===== config.mk =====
export PLATFORM = sky130hd
export DESIGN_NAME = pe_seq_ctrl
export DESIGN_NICKNAME = d
export VERILOG_FILES = /design/src/rtl/pe_seq_ctrl.sv
export SDC_FILE = /design/constraint.sdc
export NUM_CORES = 1
export LEC_CHECK = 0
export CAP_MARGIN = 10
export CORE_AREA = 3 3 129 81
export DETAILED_ROUTE_END_ITERATION = 10
export DIE_AREA = 0 0 132 84
export PLACE_DENSITY = 0.9
export SYNTH_ARGS = -nofsm -noshare
export SYNTH_HDL_FRONTEND = slang
export SYNTH_SLANG_ARGS = --single-unit

===== constraint.sdc =====
create_clock -name clk -period 7.1 [get_ports clk]
set_input_delay 1.42 -clock clk [delete_from_list [all_inputs] [get_ports clk]]
set_output_delay 1.42 -clock clk [all_outputs]
set_load 0.02 [all_outputs]

===== src/rtl/pe_seq_ctrl.sv =====
// pe_seq_ctrl: issues per-element work to a serial PE and buffers its results under credit control
// Ports:
//   clk, rst_n      clock and synchronous reset (active-high despite the name)
//   inst_*          instruction handshake; inst_len counts 32-element blocks
//   neuron/weight_addr, pe_vld_i, pe_ctl   element issue towards the serial PE
//   pe_result, pe_vld_o                    results coming back from the serial PE
//   res_*           result FIFO head with valid/ready pop
//   busy, err       activity indicator and sticky overflow/spurious-result flag
module pe_seq_ctrl #(
  parameter int ADDR_W    = 16,
  parameter int RES_DEPTH = 2
) (
  input  logic              clk,
  input  logic              rst_n,
  input  logic              inst_vld,
  input  logic [7:0]        inst_len,
  output logic              inst_rdy,
  output logic [ADDR_W-1:0] neuron_addr,
  output logic [ADDR_W-1:0] weight_addr,
  output logic              pe_vld_i,
  output logic [1:0]        pe_ctl,
  input  logic [31:0]       pe_result,
  input  logic              pe_vld_o,
  output logic [31:0]       res_data,
  output logic              res_vld,
  input  logic              res_rdy,
  output logic              busy,
  output logic              err
);
  localparam int CW = $clog2(RES_DEPTH + 1);
  localparam int PW = (RES_DEPTH > 1) ? $clog2(RES_DEPTH) : 1;
  localparam logic [0:0] IDLE = 1'b0;
  localparam logic [0:0] RUN  = 1'b1;
  logic [0:0]        state_q, state_d;
  logic [12:0]       iter_q, iter_d;
  logic [7:0]        len_q, len_d;
  logic [ADDR_W-1:0] addr_q, addr_d;
  logic [CW-1:0]     out_q, out_d, cnt_q, cnt_d;
  logic [PW-1:0]     rd_q, rd_d, wr_q, wr_d;
  logic              err_q, err_d;
  logic [31:0]       mem_q [RES_DEPTH];
  logic              run, last, pop, full, push_ok, credit_ok, start, ret_ok;
  logic [CW:0]       used;
  function automatic logic [PW-1:0] nxt(input logic [PW-1:0] p);
    return (p == PW'(RES_DEPTH - 1)) ? '0 : p + PW'(1);
  endfunction
  assign run       = state_q == RUN;
  assign last      = run && (iter_q == {len_q, 5'd0} - 13'd1);
  assign used      = {1'b0, out_q} + {1'b0, cnt_q};
  assign res_vld   = cnt_q != '0;
  assign pop       = res_vld && res_rdy;
  assign full      = cnt_q == CW'(RES_DEPTH);
  assign credit_ok = used < (CW+1)'(RES_DEPTH);
  // A back-to-back accept must also leave room for the result the finishing instruction still owes.
  assign inst_rdy  = run ? credit_ok && last &&
                     (({1'b0, used} + (CW+2)'(1)) < ((CW+2)'(RES_DEPTH) + (CW+2)'(pop)))
                         : credit_ok;
  assign start     = inst_vld && inst_rdy && (inst_len != 8'd0);
  assign push_ok   = pe_vld_o && (!full || pop);
  // A result with nothing outstanding still counts as a push but must not underflow the counter.
  assign ret_ok    = pe_vld_o && (out_q != '0);
  always_comb begin
    state_d = start ? RUN : (last ? IDLE : state_q);
    iter_d  = start ? 13'd0 : (run ? iter_q + 13'd1 : iter_q);
    len_d   = start ? inst_len : len_q;
    addr_d  = run ? addr_q + ADDR_W'(1) : addr_q;
    out_d   = out_q + CW'(last) - CW'(ret_ok);
    cnt_d   = cnt_q + CW'(push_ok) - CW'(pop);
    wr_d    = push_ok ? nxt(wr_q) : wr_q;
    rd_d    = pop ? nxt(rd_q) : rd_q;
    err_d   = err_q | (pe_vld_o && ((out_q == '0) || (full && !pop)));
  end
  always_ff @(posedge clk) begin
    if (rst_n) begin
      state_q <= IDLE;
      iter_q  <= '0;
      len_q   <= '0;
      addr_q  <= '0;
      out_q   <= '0;
      cnt_q   <= '0;
      rd_q    <= '0;
      wr_q    <= '0;
      err_q   <= 1'b0;
    end else begin
      state_q <= state_d;
      iter_q  <= iter_d;
      len_q   <= len_d;
      addr_q  <= addr_d;
      out_q   <= out_d;
      cnt_q   <= cnt_d;
      rd_q    <= rd_d;
      wr_q    <= wr_d;
      err_q   <= err_d;
    end
  end
  always_ff @(posedge clk) begin
    if (push_ok && !rst_n) mem_q[wr_q] <= pe_result;
  end
  assign neuron_addr = addr_q;
  assign weight_addr = addr_q;
  assign pe_vld_i    = run;
  assign pe_ctl      = run ? {last, iter_q == 13'd0} : 2'b00;
  assign res_data    = res_vld ? mem_q[rd_q] : 32'd0;
  assign busy        = run || (out_q != '0) || res_vld;
  assign err         = err_q;
endmodule


==> results of run 1 <==
[layer usage]
metal  up-vias  global-route usage (%)  share of wire, %
met4         0                    5.72               1.3
met2       148                    33.6                49
li1       1729                       -                 -
met1      1716                    24.4                42
met3        15                    5.90               7.2
met5         -                       0                 0
[cells in the mapped netlist (all sizes together), types with 2 or more instances]
cell / n
o211ai: 3
inv: 23
a21oi: 5
nand2: 10
and3: 5
nor2: 61
xnor2: 23
o22ai: 8
nand2b: 2
ha: 10
nand4: 6
buf: 21
edfxtp: 64
xor2: 18
dfxtp: 46
nor3: 16
or4b: 2
nand3b: 6
or3b: 2
mux2i: 34
nor2b: 3
or3: 5
or4: 3
a22oi: 2
nor4: 12
nand3: 15
clkbuf: 15
[cell families (layout without fill, tap and decap cells)]
kind of cell	count (synthesis)	in the layout	synth area share, %
compound gates	28	28	3.94
xor+xnor	41	41	7.21
fa+ha+maj	11	11	2.91
buf+inv	59	159	5.83
flops	110	110	57.1
mux	34	34	6.83
simple gates	154	154	16.2
[power by group]
| group | switching, uW | internal (uW) | leakage (uW) | total, uW |
|---|---|---|---|---|
| combinational | 431 | 391 | 0.00112 | 823 |
| clock | 236 | 246 | 0.000140 | 482 |
| sequential | 99.6 | 738 | 0.000961 | 838 |
| total | 767 | 1380 | 0.00222 | 2140 |
[tightest hold or removal path, cell delays in order (launching register included)]
cell and delay, ps:
dfxtp_1 340, a21oi_1 50, nor2_1 70
[metrics by stage]
stage               setup WS, ps  cell area (sq um)  hold WS [ps]
floorplan                   2590               4980           481
global placement            2220               6140           486
detailed placement          2180               6140           495
CTS                         2180               6430           512
global route                2060               6430           541
finish                      2180               6430           491
[worst max-delay path by stage]
| stage | from | to | cells past startpoint |
|---|---|---|---|
| 2_1_floorplan | rst_n | mem_q[1][0]$_DFFE_PP_ | 2 |
| 4_1_cts | res_rdy | inst_rdy | 6 |
| 3_3_place_gp | res_rdy | inst_rdy | 6 |
| 5_1_grt | res_rdy | inst_rdy | 6 |
| 6_report | res_rdy | inst_rdy | 6 |
| 3_5_place_dp | res_rdy | inst_rdy | 6 |
[cell type report]
type / count / area, sq um / area share [%]
Clock inverter: 7 / 65.1 / 1.01
Sequential cell: 110 / 2840 / 44.2
Inverter: 23 / 86.3 / 1.34
Timing Repair Buffer: 120 / 1190 / 18.5
Multi-Input combinational cell: 268 / 1860 / 28.9
Tap cell: 130 / 163 / 2.53
Clock buffer: 9 / 225 / 3.50
[state kept, by name (all words and copies together), names as in the netlist, named ones only]
| register | flops |
|---|---|
| neuron_addr | 16 |
| cnt_q | 2 |
| out_q | 2 |
| err | 1 |
| mem_q | 64 |
| iter_q | 13 |
| wr_q | 1 |
| len_q | 8 |
| pe_vld_i | 1 |
| rd_q | 1 |
==> flow_summary.yaml, run 1 <==
clock_network:
  clkLatencyLatePin_ps: 340
  clock_sinks: 110
  cts_tree: "yes"
  postCtsHoldBufs: 0
  root_buffer: "clkbuf_16"
  htreeDepth: 3
  cts-resized-gates: 0
  cts_buffers: 9
  cts_buffer_depth: 2
  post_cts_buffers: 0
  worst_setup_hold_path_clk_slew_ps: 70
hold_path:
  hp-class: "flop to flop"
  worstHoldEndpoint: "err$_SDFF_PP0_"
  min_from: "err$_SDFF_PP0_"
  worstHoldPathCells: 2
synthesis:
  synthCells: 437
  netlist_area_sq_um: 4980
  synth_area_leaders: "edfxtp_1 39%, dfxtp_1 18%, mux2i_1 6.8%, nor2_1 4.6%, xnor2_1 4.0%"
  syn_nets: 493
  netlist.area_leader.share_pct: 38.6
  synth-edff-count: 64
  ys_seq_area_share_pct: 57.1
  synth-main-ff-cell: "edfxtp_1"
  synthArstFlopShare_pct: 0
  ys_types: 51
  yosys_warnings: 0
  yosys.area.top_type: "edfxtp_1"
  syn_avg_cell_area_sq_um: 11.4
  ys_seq_elements: 110
setup_path:
  worst_setup_path_start_kind: "input port"
  path_buf_inv: 2
  worstPathArrival_ps: 3500
  required_ps: 5680
  r2r_end: "out_q[1]$_SDFF_PP0_"
  path_class: "input port to output pin"
  crit_fanout: 3
  r2r_slack_ps: 4010
  r2r_start: "len_q[0]$_SDFFE_PP0P_"
  slowest_delay_ps: 620
  critPathSlowestCell: "clkdlybuf4s50_1"
  reg2reg_depth: 13
  cp-end-kind: "output pin"
  critPathTopFamily: "buffers and inverters"
  worstPathCellList: "clkdlybuf4s50_1 -> o211ai_1 -> a21oi_1 -> or4b_1 -> a21oi_1 -> clkdlybuf4s50_1"
cells_and_area:
  mostFrequentLayoutCells: "115 x clkdlybuf4s50_1, 64 x edfxtp_1, 60 x nor2_1"
  area_delta_synth_final_pct: 29.1
  final_util_pct: 69.8
  final_cells: 667
  fill_cells: 687
  n_antenna_cell: 0
  layout_commonest_cell: "clkdlybuf4s50_1"
  drive_above_1_share_pct: 6.33
  layout.nets: 588
global_route:
  grt_pass1_wl_um: 17600
  antenna_found_initial: 0
  gr-total-overflow: 0
  grt_start_max_net_pins: 45
  grt_pass1_vias: 3538
  grtUsageTotal_pct: 19.7
die:
  dieHeight_um: 84
  core-area_sq_um: 9220
  initial_core_util_pct: 54.0
  die_area_sq_um: 11100
  die_x_um: 132
  floorplan.rows: 27
  io_pins: 116
sta:
  max_freq_mhz: 203
  post-route-period-util_pct: 69.3
  fin_setup_tns_ps: 0
  rsz0062_at_grt: "no"
  period_needed_ps: 4920
  max_slew_margin_pct: 30.8
  skew_ps: 8.71
  slew_viol_final: 0
  hold_violations: 0
  tightest_slew_ps: 1030
  setup_violations: 0
routing:
  avgRoutedWirePerCell_um: 16.3
  wl_um: 10800
  drtPass1Iterations: 5
  drc_errors: 0
  ant_nets: 0
  routed_via_density: 5.41
  drt-initial-drc-count: 261
  vias: 3608
power:
  fin_total_pwr_uw: 2140
  p_leak_uw: 0.00222
  power_density_nw_per_um2: 333
  ir_drop_uv: 180
placement:
  gp_congestion: 0.866
  place_hpwl_um: 7740
  portBuffers: 115
  dp.cells: 651
status:
  status: "finished, final reports clean"
flow_run:
  cap_violations: 0
No activity file was read; power rests on OpenSTA's default activity.
==> run 2: changes to the inputs <==
Settings changed: CORE_AREA 3 3 129 81 to 3 3 133 84, DIE_AREA 0 0 132 84 to 0 0 136 87, PLACE_DENSITY 0.9 to 0.85.
Clock period 7.1 ns to 4.6 ns, I/O delays scaled along.
==> run 2 against run 1 <==
Net effect: register-to-register slack got worse by 2500 ps; clock-buffer cell count did not move; critical path depth rose by 3; worst hold slack got worse by 1.7 ps; flip-flop and latch count did not move; global-route usage fell by 1.5 points; combinational power rose by 54%; non-clock buffer count did not move; power rose by 56%; critical path type is now flop to output pin; critical endpoint unchanged; largest power group unchanged.
==> flow_summary.yaml, run 2 (synthesis results as in run 1) <==
status:
  status: "finished, final reports clean"
setup_path:
  worst_setup_path_start_kind: "flop"
  worstPathCellList: "ha_1 -> inv_1 -> fa_1 -> inv_1 -> ha_1 -> a21oi_1 -> or4b_1 -> a21oi_1 -> clkdlybuf4s50_1"
  cp-end-kind: "output pin"
  reg2reg_depth: 13
  slowest_delay_ps: 630
  critPathSlowestCell: "clkdlybuf4s50_1"
  path_class: "flop to output pin"
  crit_fanout: 5
  cp.depth: 9
  critPathTopFamily: "adder cells"
  path_buf_inv: 3
  required_ps: 3680
  worstPathArrival_ps: 3310
cells_and_area:
  layout_commonest_cell: "clkdlybuf4s50_1"
  n_antenna_cell: 0
  drive_above_1_share_pct: 6.33
  area_delta_synth_final_pct: 29.6
  final_cells: 672
  fill_cells: 758
  mostFrequentLayoutCells: "115 x clkdlybuf4s50_1, 64 x edfxtp_1, 60 x nor2_1"
  largest_reg_flops: 64
  layout.nets: 588
  regMostFlops: "mem_q"
die:
  dieHeight_um: 87
  die_x_um: 136
  floorplan.rows: 28
  io_pins: 116
  core-area_sq_um: 9880
  initial_core_util_pct: 50.4
  die_area_sq_um: 11800
power:
  ir_drop_uv: 255
  p_leak_uw: 0.00223
  power_density_nw_per_um2: 519
global_route:
  grt_pass1_vias: 3546
  antenna_found_initial: 0
  gr-total-overflow: 0
  grt_pass1_wl_um: 17200
  grt_start_max_net_pins: 34
  grtUsageTotal_pct: 18.2
sta:
  rsz0062_at_grt: "no"
  max_slew_margin_pct: 31.0
  hold_violations: 0
  period_needed_ps: 4230
  max_freq_mhz: 236
  fin_setup_tns_ps: 0
  post-route-period-util_pct: 92.0
  slew_viol_final: 0
  setup_violations: 0
  skew_ps: 9.84
  tightest_slew_ps: 1030
clock_network:
  clkLatencyLatePin_ps: 340
  post_cts_buffers: 0
  postCtsHoldBufs: 0
  cts_tree: "yes"
  cts_buffers: 9
  root_buffer: "clkbuf_16"
  cts-resized-gates: 0
  clock_sinks: 110
  cts_buffer_depth: 2
  worst_setup_hold_path_clk_slew_ps: 70
  htreeDepth: 3
placement:
  gp_congestion: 0.899
  dp.cells: 656
  portBuffers: 115
  place_hpwl_um: 7800
routing:
  routed_via_density: 5.32
  vias: 3573
  drtPass1Iterations: 4
  ant_nets: 0
  wl_um: 10800
  avgRoutedWirePerCell_um: 16.1
  drc_errors: 0
  drt-initial-drc-count: 197
flow_run:
  cap_violations: 0
hold_path:
  hp-class: "flop to flop"
  worstHoldPathCells: 2
run 2: through the flow:
stage	setup slack (ps)	power (uW)	utilization [%]	hold slack, ps	area, sq um
final	366	3350	65.3	490	6460
after global routing	219	3530	65.3	553	6460
after CTS	355	3380	65.3	493	6460
after detailed placement	714	2590	62.2	474	6150
after global placement	719	2560	62.2	461	6150
after floorplan	592	2060	-	481	4980
run 2: worst reg2reg max path: stages, from the launching register on:
cell,delay (ps)
dfxtp_1,360
inv_1,90
ha_1,220
or3b_2,500
o31a_1,250
o211ai_1,450
nor2_1,140
nand3_1,160
ha_1,260
inv_1,60
ha_1,150
xnor2_1,140
xnor2_1,140
nor2_1,50
run 2: path summary, 6_finish.rpt:
kind,startpoint,endpoint,slack [ps]
worst min-delay path,err$_SDFF_PP0_,err$_SDFF_PP0_,490
worst max register to register,len_q[0]$_SDFFE_PP0P_,out_q[1]$_SDFF_PP0_,1520
worst max-delay path,cnt_q[0]$_SDFF_PP0_,inst_rdy,370
worst min register to register,err$_SDFF_PP0_,err$_SDFF_PP0_,490
run 2: metal layers:
layer / routed length (um) / track usage (%) / vias to the layer above / part of all wire (%)
li1: - / - / 1727 / -
met1: 4860 / 24.1 / 1732 / 45
met2: 5290 / 31.2 / 102 / 49
met3: 583 / 3.75 / 12 / 5.4
met4: 99 / 4.39 / 0 / 0.91
met5: 0 / 0 / - / 0
run 2: report_power, final:
group | switching, uW | internal (uW)
sequential | 155 | 1140
combinational | 666 | 606
clock | 353 | 431
run 2: final cells by class:
type / count / area (sq um) / share of cell area (%)
repair buffers: 120 / 1190 / 18.4
clock buffers: 9 / 225 / 3.49
inverters: 23 / 86.3 / 1.34
multi-input cells: 268 / 1860 / 28.8
clock inverters: 7 / 81.3 / 1.26
well taps: 135 / 169 / 2.62
flip-flops and latches: 110 / 2840 / 44.1
